`src/rtl/imm_gen_pipe.sv`:
```
// Registered immediate generator with a valid/ready handshake and a 2-entry skid buffer.
// Decodes I/S/B/U/J/CSR-zimm immediates and counts delivered illegal opcodes.
module imm_gen_pipe #(
  parameter int XLEN    = 32,
  parameter int TAG_W   = 32,
  parameter int COUNT_W = 16
) (
  input  logic               clk,
  input  logic               reset_n,
  input  logic               flush,
  input  logic               in_valid,
  output logic               in_ready,
  input  logic [31:0]        in_instr,
  input  logic [TAG_W-1:0]   in_tag,
  output logic               out_valid,
  input  logic               out_ready,
  output logic [XLEN-1:0]    out_imm,
  output logic [2:0]         out_type,
  output logic               out_illegal,
  output logic [TAG_W-1:0]   out_tag,
  output logic [COUNT_W-1:0] illegal_count
);

  localparam logic [2:0] T_NONE = 3'd0;
  localparam logic [2:0] T_I    = 3'd1;
  localparam logic [2:0] T_S    = 3'd2;
  localparam logic [2:0] T_B    = 3'd3;
  localparam logic [2:0] T_U    = 3'd4;
  localparam logic [2:0] T_J    = 3'd5;
  localparam logic [2:0] T_Z    = 3'd6;

  typedef enum logic [1:0] {EMPTY, ONE, FULL} state_t;

  typedef struct packed {
    logic [XLEN-1:0]  imm;
    logic [2:0]       kind;
    logic             ill;
    logic [TAG_W-1:0] tag;
  } entry_t;

  function automatic logic [COUNT_W-1:0] sat_inc(input logic [COUNT_W-1:0] v);
    return (&v) ? v : v + 1'b1;
  endfunction

  state_t             state_q, state_d;
  entry_t             main_q, main_d;
  entry_t             skid_q, skid_d;
  entry_t             dec;
  logic [COUNT_W-1:0] cnt_q, cnt_d;
  logic signed [31:0] s32;
  logic               accept;
  logic               deliver;

  // Immediates are placed at the top of a 32-bit word and arithmetic-shifted down
  // so the sign of bit 31 propagates without explicit replication.
  always_comb begin
    s32      = '0;
    dec.kind = T_NONE;
    dec.ill  = 1'b0;
    dec.tag  = in_tag;
    case (in_instr[6:0])
      7'b0010011, 7'b0000011, 7'b1100111: begin
        dec.kind = T_I;
        s32      = $signed(in_instr) >>> 20;
      end
      7'b0100011: begin
        dec.kind = T_S;
        s32      = $signed({in_instr[31:25], in_instr[11:7], 20'b0}) >>> 20;
      end
      7'b1100011: begin
        dec.kind = T_B;
        s32      = $signed({in_instr[31], in_instr[7], in_instr[30:25],
                            in_instr[11:8], 20'b0}) >>> 19;
      end
      7'b0110111, 7'b0010111: begin
        dec.kind = T_U;
        s32      = $signed({in_instr[31:12], 12'b0});
      end
      7'b1101111: begin
        dec.kind = T_J;
        s32      = $signed({in_instr[31], in_instr[19:12], in_instr[20],
                            in_instr[30:21], 12'b0}) >>> 11;
      end
      7'b1110011: begin
        if (in_instr[14]) begin
          dec.kind = T_Z;
          s32      = {27'b0, in_instr[19:15]};
        end
      end
      7'b0110011, 7'b0001111: dec.kind = T_NONE;
      default: dec.ill = 1'b1;
    endcase
    dec.imm = XLEN'(s32);
  end

  assign out_valid     = (state_q != EMPTY);
  assign in_ready      = (state_q != FULL);
  assign out_imm       = main_q.imm;
  assign out_type      = main_q.kind;
  assign out_illegal   = main_q.ill;
  assign out_tag       = main_q.tag;
  assign illegal_count = cnt_q;

  assign accept  = in_valid & in_ready & ~flush;
  assign deliver = out_valid & out_ready;

  always_comb begin
    state_d = state_q;
    main_d  = main_q;
    skid_d  = skid_q;
    cnt_d   = cnt_q;
    if (deliver && main_q.ill) cnt_d = sat_inc(cnt_q);
    case (state_q)
      EMPTY: begin
        if (accept) begin
          main_d  = dec;
          state_d = ONE;
        end
      end
      ONE: begin
        if (accept && deliver) begin
          main_d = dec;
        end else if (accept) begin
          skid_d  = dec;
          state_d = FULL;
        end else if (deliver) begin
          state_d = EMPTY;
        end
      end
      FULL: begin
        if (deliver) begin
          main_d  = skid_q;
          state_d = ONE;
        end
      end
      default: state_d = EMPTY;
    endcase
    // A flush empties both slots; a deliver in the same cycle has already completed.
    if (flush) state_d = EMPTY;
  end

  always_ff @(posedge clk or negedge reset_n) begin
    if (!reset_n) begin
      state_q <= EMPTY;
      main_q  <= '0;
      skid_q  <= '0;
      cnt_q   <= '0;
    end else begin
      state_q <= state_d;
      main_q  <= main_d;
      skid_q  <= skid_d;
      cnt_q   <= cnt_d;
    end
  end

endmodule
```
`config.mk`:
```
export PLATFORM = sky130hd
export DESIGN_NAME = imm_gen_pipe
export DESIGN_NICKNAME = d
export VERILOG_FILES = /design/src/rtl/imm_gen_pipe.sv
export SDC_FILE = /design/constraint.sdc
export NUM_CORES = 1
export LEC_CHECK = 0
export CAP_MARGIN = 20
export CELL_PAD_IN_SITES_DETAIL_PLACEMENT = 1
export CELL_PAD_IN_SITES_GLOBAL_PLACEMENT = 1
export CORE_ASPECT_RATIO = 0.6
export CORE_MARGIN = 1.5
export CORE_UTILIZATION = 40
export DETAILED_ROUTE_END_ITERATION = 8
export HOLD_SLACK_MARGIN = 0.06
export PLACE_DENSITY = 0.88
export SYNTH_ARGS = -nofsm -noshare
export SYNTH_HDL_FRONTEND = slang
export SYNTH_SLANG_ARGS = --single-unit
export TNS_END_PERCENT = 50
```
`constraint.sdc`:
```
create_clock -name clk -period 4.8 [get_ports clk]
set_input_delay 0.72 -clock clk [delete_from_list [all_inputs] [get_ports clk]]
set_output_delay 0.72 -clock clk [all_outputs]
set_load 0.005 [all_outputs]
```
==> results.py <==
metrics = {
    "setup_path": {
        "crit_family": "buffers and inverters",
        "rr_endpoint": "out_tag[3]",
        "crit_end": "out_tag[3]",
        "crit_type": "in2reg",
        "cp.depth": 6,
        "max_stage_delay_ns": 0.77,
        "crit_required_ns": 5.12,
        "critPathLaunchType": "input pin",
        "crit_chain": "clkdlybuf4s50_1 > nand2b_2 > a32o_4 > buf_4 > nor2_1 > a31oi_1",
        "regToRegStartpoint": "state_q[1]",
        "r2r_slack_ns": 2.27,
        "crit_slowest_cell": "clkdlybuf4s50_1",
        "r2r_cells": 5,
        "critical_path_buf_inv_count": 2,
        "crit_arrival_ns": 3.37,
        "crit_path_start": "out_ready",
        "path_max_fanout": 75,
        "end_kind": "flop",
    },
    "timing": {
        "finalSetupViolations": 0,
        "hold_viol": 0,
        "slew_violations": 0,
        "clock.fmax_mhz": 328,
        "slew-limit-headroom_pct": 33.1,
        "tns_ns": 0,
        "rsz0062_at_grt": "no",
        "finalClockSkew_ns": 0.00941,
        "tightest_slew_ns": 1.00,
        "period_minus_slack_ns": 3.05,
        "period_share_pct": 63.6,
    },
    "clock_tree": {
        "clk_latency_ns": 0.42,
        "post_cts_buffers": 0,
        "cts.sinks": 154,
        "cts-root-buf": "clkbuf_16",
        "cts_buffer_depth": 2,
        "postCtsHoldBufs": 0,
        "cts_buffers": 17,
        "clkSlewWorstSetupHoldPaths_ns": 0.07,
        "h-tree-depth": 4,
        "post_cts_resized": 0,
        "cts_tree": "done",
    },
    "die": {
        "start_util_pct": 41.1,
        "core-area_mm2": 0.0173,
        "die_area_mm2": 0.0186,
        "io_pins": 155,
        "die_y_um": 106,
        "die_x_um": 175,
        "rows": 37,
    },
    "detailed_routing": {
        "ant_nets": 0,
        "via_per_inst": 5.47,
        "num_vias": 6270,
        "drt-total-wl_um": 21700,
        "drtPass1Iterations": 6,
        "drc": 0,
        "wl_per_cell_um": 18.9,
        "first_iter_violations": 380,
    },
    "flow_run": {
        "maxCapViolCount": 0,
    },
    "cells_and_area": {
        "drive_gt1_share_pct": 8.43,
        "nets": 971,
        "stdcell_area_mm2": 0.00939,
        "fillers": 1961,
        "fin_util_pct": 54.4,
        "syn_to_final_growth_pct": 32.3,
        "final_cells": 1147,
        "diodes": 0,
    },
    "global_route": {
        "grt_max_degree": 87,
        "grt_use_total_pct": 24.2,
        "grtUsageMet1_pct": 33.8,
        "antenna_found_initial": 1,
        "top_usage_layer": "met2",
        "gr-total-overflow": 0,
        "use_met2_pct": 38.5,
        "grt_pass1_wl_um": 35400,
        "grt_pass1_vias": 6510,
        "use_met3_pct": 5.65,
    },
    "synth": {
        "syn_avg_cell_area_um2": 9.30,
        "yosys_warnings": 0,
        "syn-cell-area_mm2": 0.00710,
        "synth_top_cell_area_share_pct": 54.3,
        "netlist_instances": 763,
        "synth.distinct_cells": 62,
        "synth_seq_cells": 154,
        "yosysTopAreaCell": "dfrtp_1",
        "synth_area_leaders": "dfrtp_1 54%, nand2_1 11%, nor2_1 4.7%",
        "synth_nets": 833,
        "synth_seq_area_share_pct": 54.3,
    },
    "status": {
        "status": "finished, final reports clean",
    },
    "pwr": {
        "combPwrFrac_pct": 19.3,
        "switching_power_uw": 1080,
        "p_per_area_mw_per_mm2": 411,
        "sw_frac_of_total_pct": 27.9,
        "ir_drop_mv": 0.222,
        "pwr-share-clk_pct": 36.2,
        "p_leak_uw": 0.00400,
        "p_seq_share_pct": 44.5,
        "p_int_uw": 2790,
    },
    "placed_design": {
        "gp_congestion": 0.816,
        "place_inst": 1116,
        "dpl_cell_area_mm2": 0.00879,
        "port_buffers": 154,
        "dp_hpwl_um": 14200,
    },
    "hold_path": {
        "hp-class": "in2async",
    },
}
## how the worst min path moves through the flow
| stage | startpoint | slack, ns | endpoint |
|---|---|---|---|
| global placement | skid_q[34] | 0.45 | skid_q[34] |
| global route | reset_n | 0.42 | illegal_count[6] |
| floorplan | reset_n | 0.42 | illegal_count[0] |
| detailed placement | skid_q[21] | 0.46 | skid_q[21] |
| finish | reset_n | 0.36 | illegal_count[6] |
| CTS | reset_n | 0.39 | illegal_count[8] |
## worst register-to-register path, stage by stage, from the launching register on
cell     delay (ns)
dfrtp_1        0.48
nor2b_2        0.37
a32o_4         0.80
buf_4          0.49
nor2_1         0.09
a31oi_1        0.20
## power groups by stage
stage                     registers (µW)  logic, µW  clock network [µW]
after detailed placement            1730        747                   0
after CTS                           1720        757                1420
final                               1720        746                1400
after floorplan                     1700        320                   0
after global routing                1750        826                1480
after global placement              1730        718                   0
## cell usage in the layout (no fill, tap or decap), types with 3 or more instances in the layout
cell type / instances
clkinvlp_4: 4
a21oi_1: 33
a31oi_1: 34
clkdlybuf4s50_1: 153
clkbuf_16: 17
a211oi_1: 20
nor3_1: 38
xor2_1: 9
nand3_1: 7
nand2_1: 211
a222oi_1: 4
nor2_1: 88
bufinv_16: 3
inv_6: 5
inv_1: 5
a22o_1: 6
mux2_2: 3
dfrtp_1: 154
nand4_1: 5
nand2b_1: 4
and3_1: 3
buf_4: 10
o22a_1: 7
o21ai_0: 25
or3_1: 4
a211oi_2: 7
or2_2: 3
## logic make-up after synthesis
logic type	after synthesis	share of synthesized area [%]
AND/OR/NAND/NOR	387	24.2
flip-flops	154	54.3
AO/OA/AOI/OAI	151	14.8
buffers and inverters	53	4.16
XOR/XNOR	10	1.23
multiplexers	7	1.13
adder cells (fa/ha/maj)	1	0.176
## layout make-up
class	count	area, µm²	share of cell area [%]
clock buffers	19	433	4.61
repair buffers	165	1640	17.4
clock inverters	12	164	1.75
inverters	7	26.3	0.280
multi-input cells	556	2980	31.8
well taps	234	293	3.12
flip-flops and latches	154	3850	41.0
## cell usage after synthesis (all sizes together)
library cell and count:
nand2 211, dfrtp 154, nor2 89, nor3 41, a21oi 34, a31oi 34
buf 32, a211oi 27, o21ai 25, clkbuf 14, xor2 9, nand3 8
inv 7, o22a 7, a22o 6, nand4 6, mux2 5, nand2b 5
nor4 5, a222oi 4, nor2b 4, or2 4, or3 4, and3 3
a221oi 2, and2 2, mux2i 2, o211ai 2, a2111oi 1, a21o 1
a2bb2oi 1, a32o 1, a32oi 1, ha 1, nand3b 1, nand4b 1
nand4bb 1, nor3b 1, nor4b 1, o221a 1, o22ai 1, o311ai 1
o31ai 1, o32ai 1, xnor2 1
## routing by layer
layer	share of wire [%]	up-vias
met5	0.069	-
met4	1.2	2
met3	5.4	28
met2	46	184
met1	47	3147
li1	-	2909
## sequential cells by signal, summed over array words and instances (netlist names)
| register | cells |
|---|---|
| state_q | 2 |
| out_imm | 32 |
| out_tag | 32 |
| out_illegal | 1 |
| illegal_count | 16 |
| skid_q | 68 |
| out_type | 3 |
## through the flow
step           hold slack, ns  total power, µW  worst slack [ns]
2_1_floorplan           0.424             2020              2.81
3_3_place_gp            0.451             2440              1.60
3_5_place_dp            0.462             2480              1.41
4_1_cts                 0.390             3900              1.77
5_1_grt                 0.417             4050              1.61
6_report                0.364             3860              1.75
No activity file was read; power rests on OpenSTA's default activity.
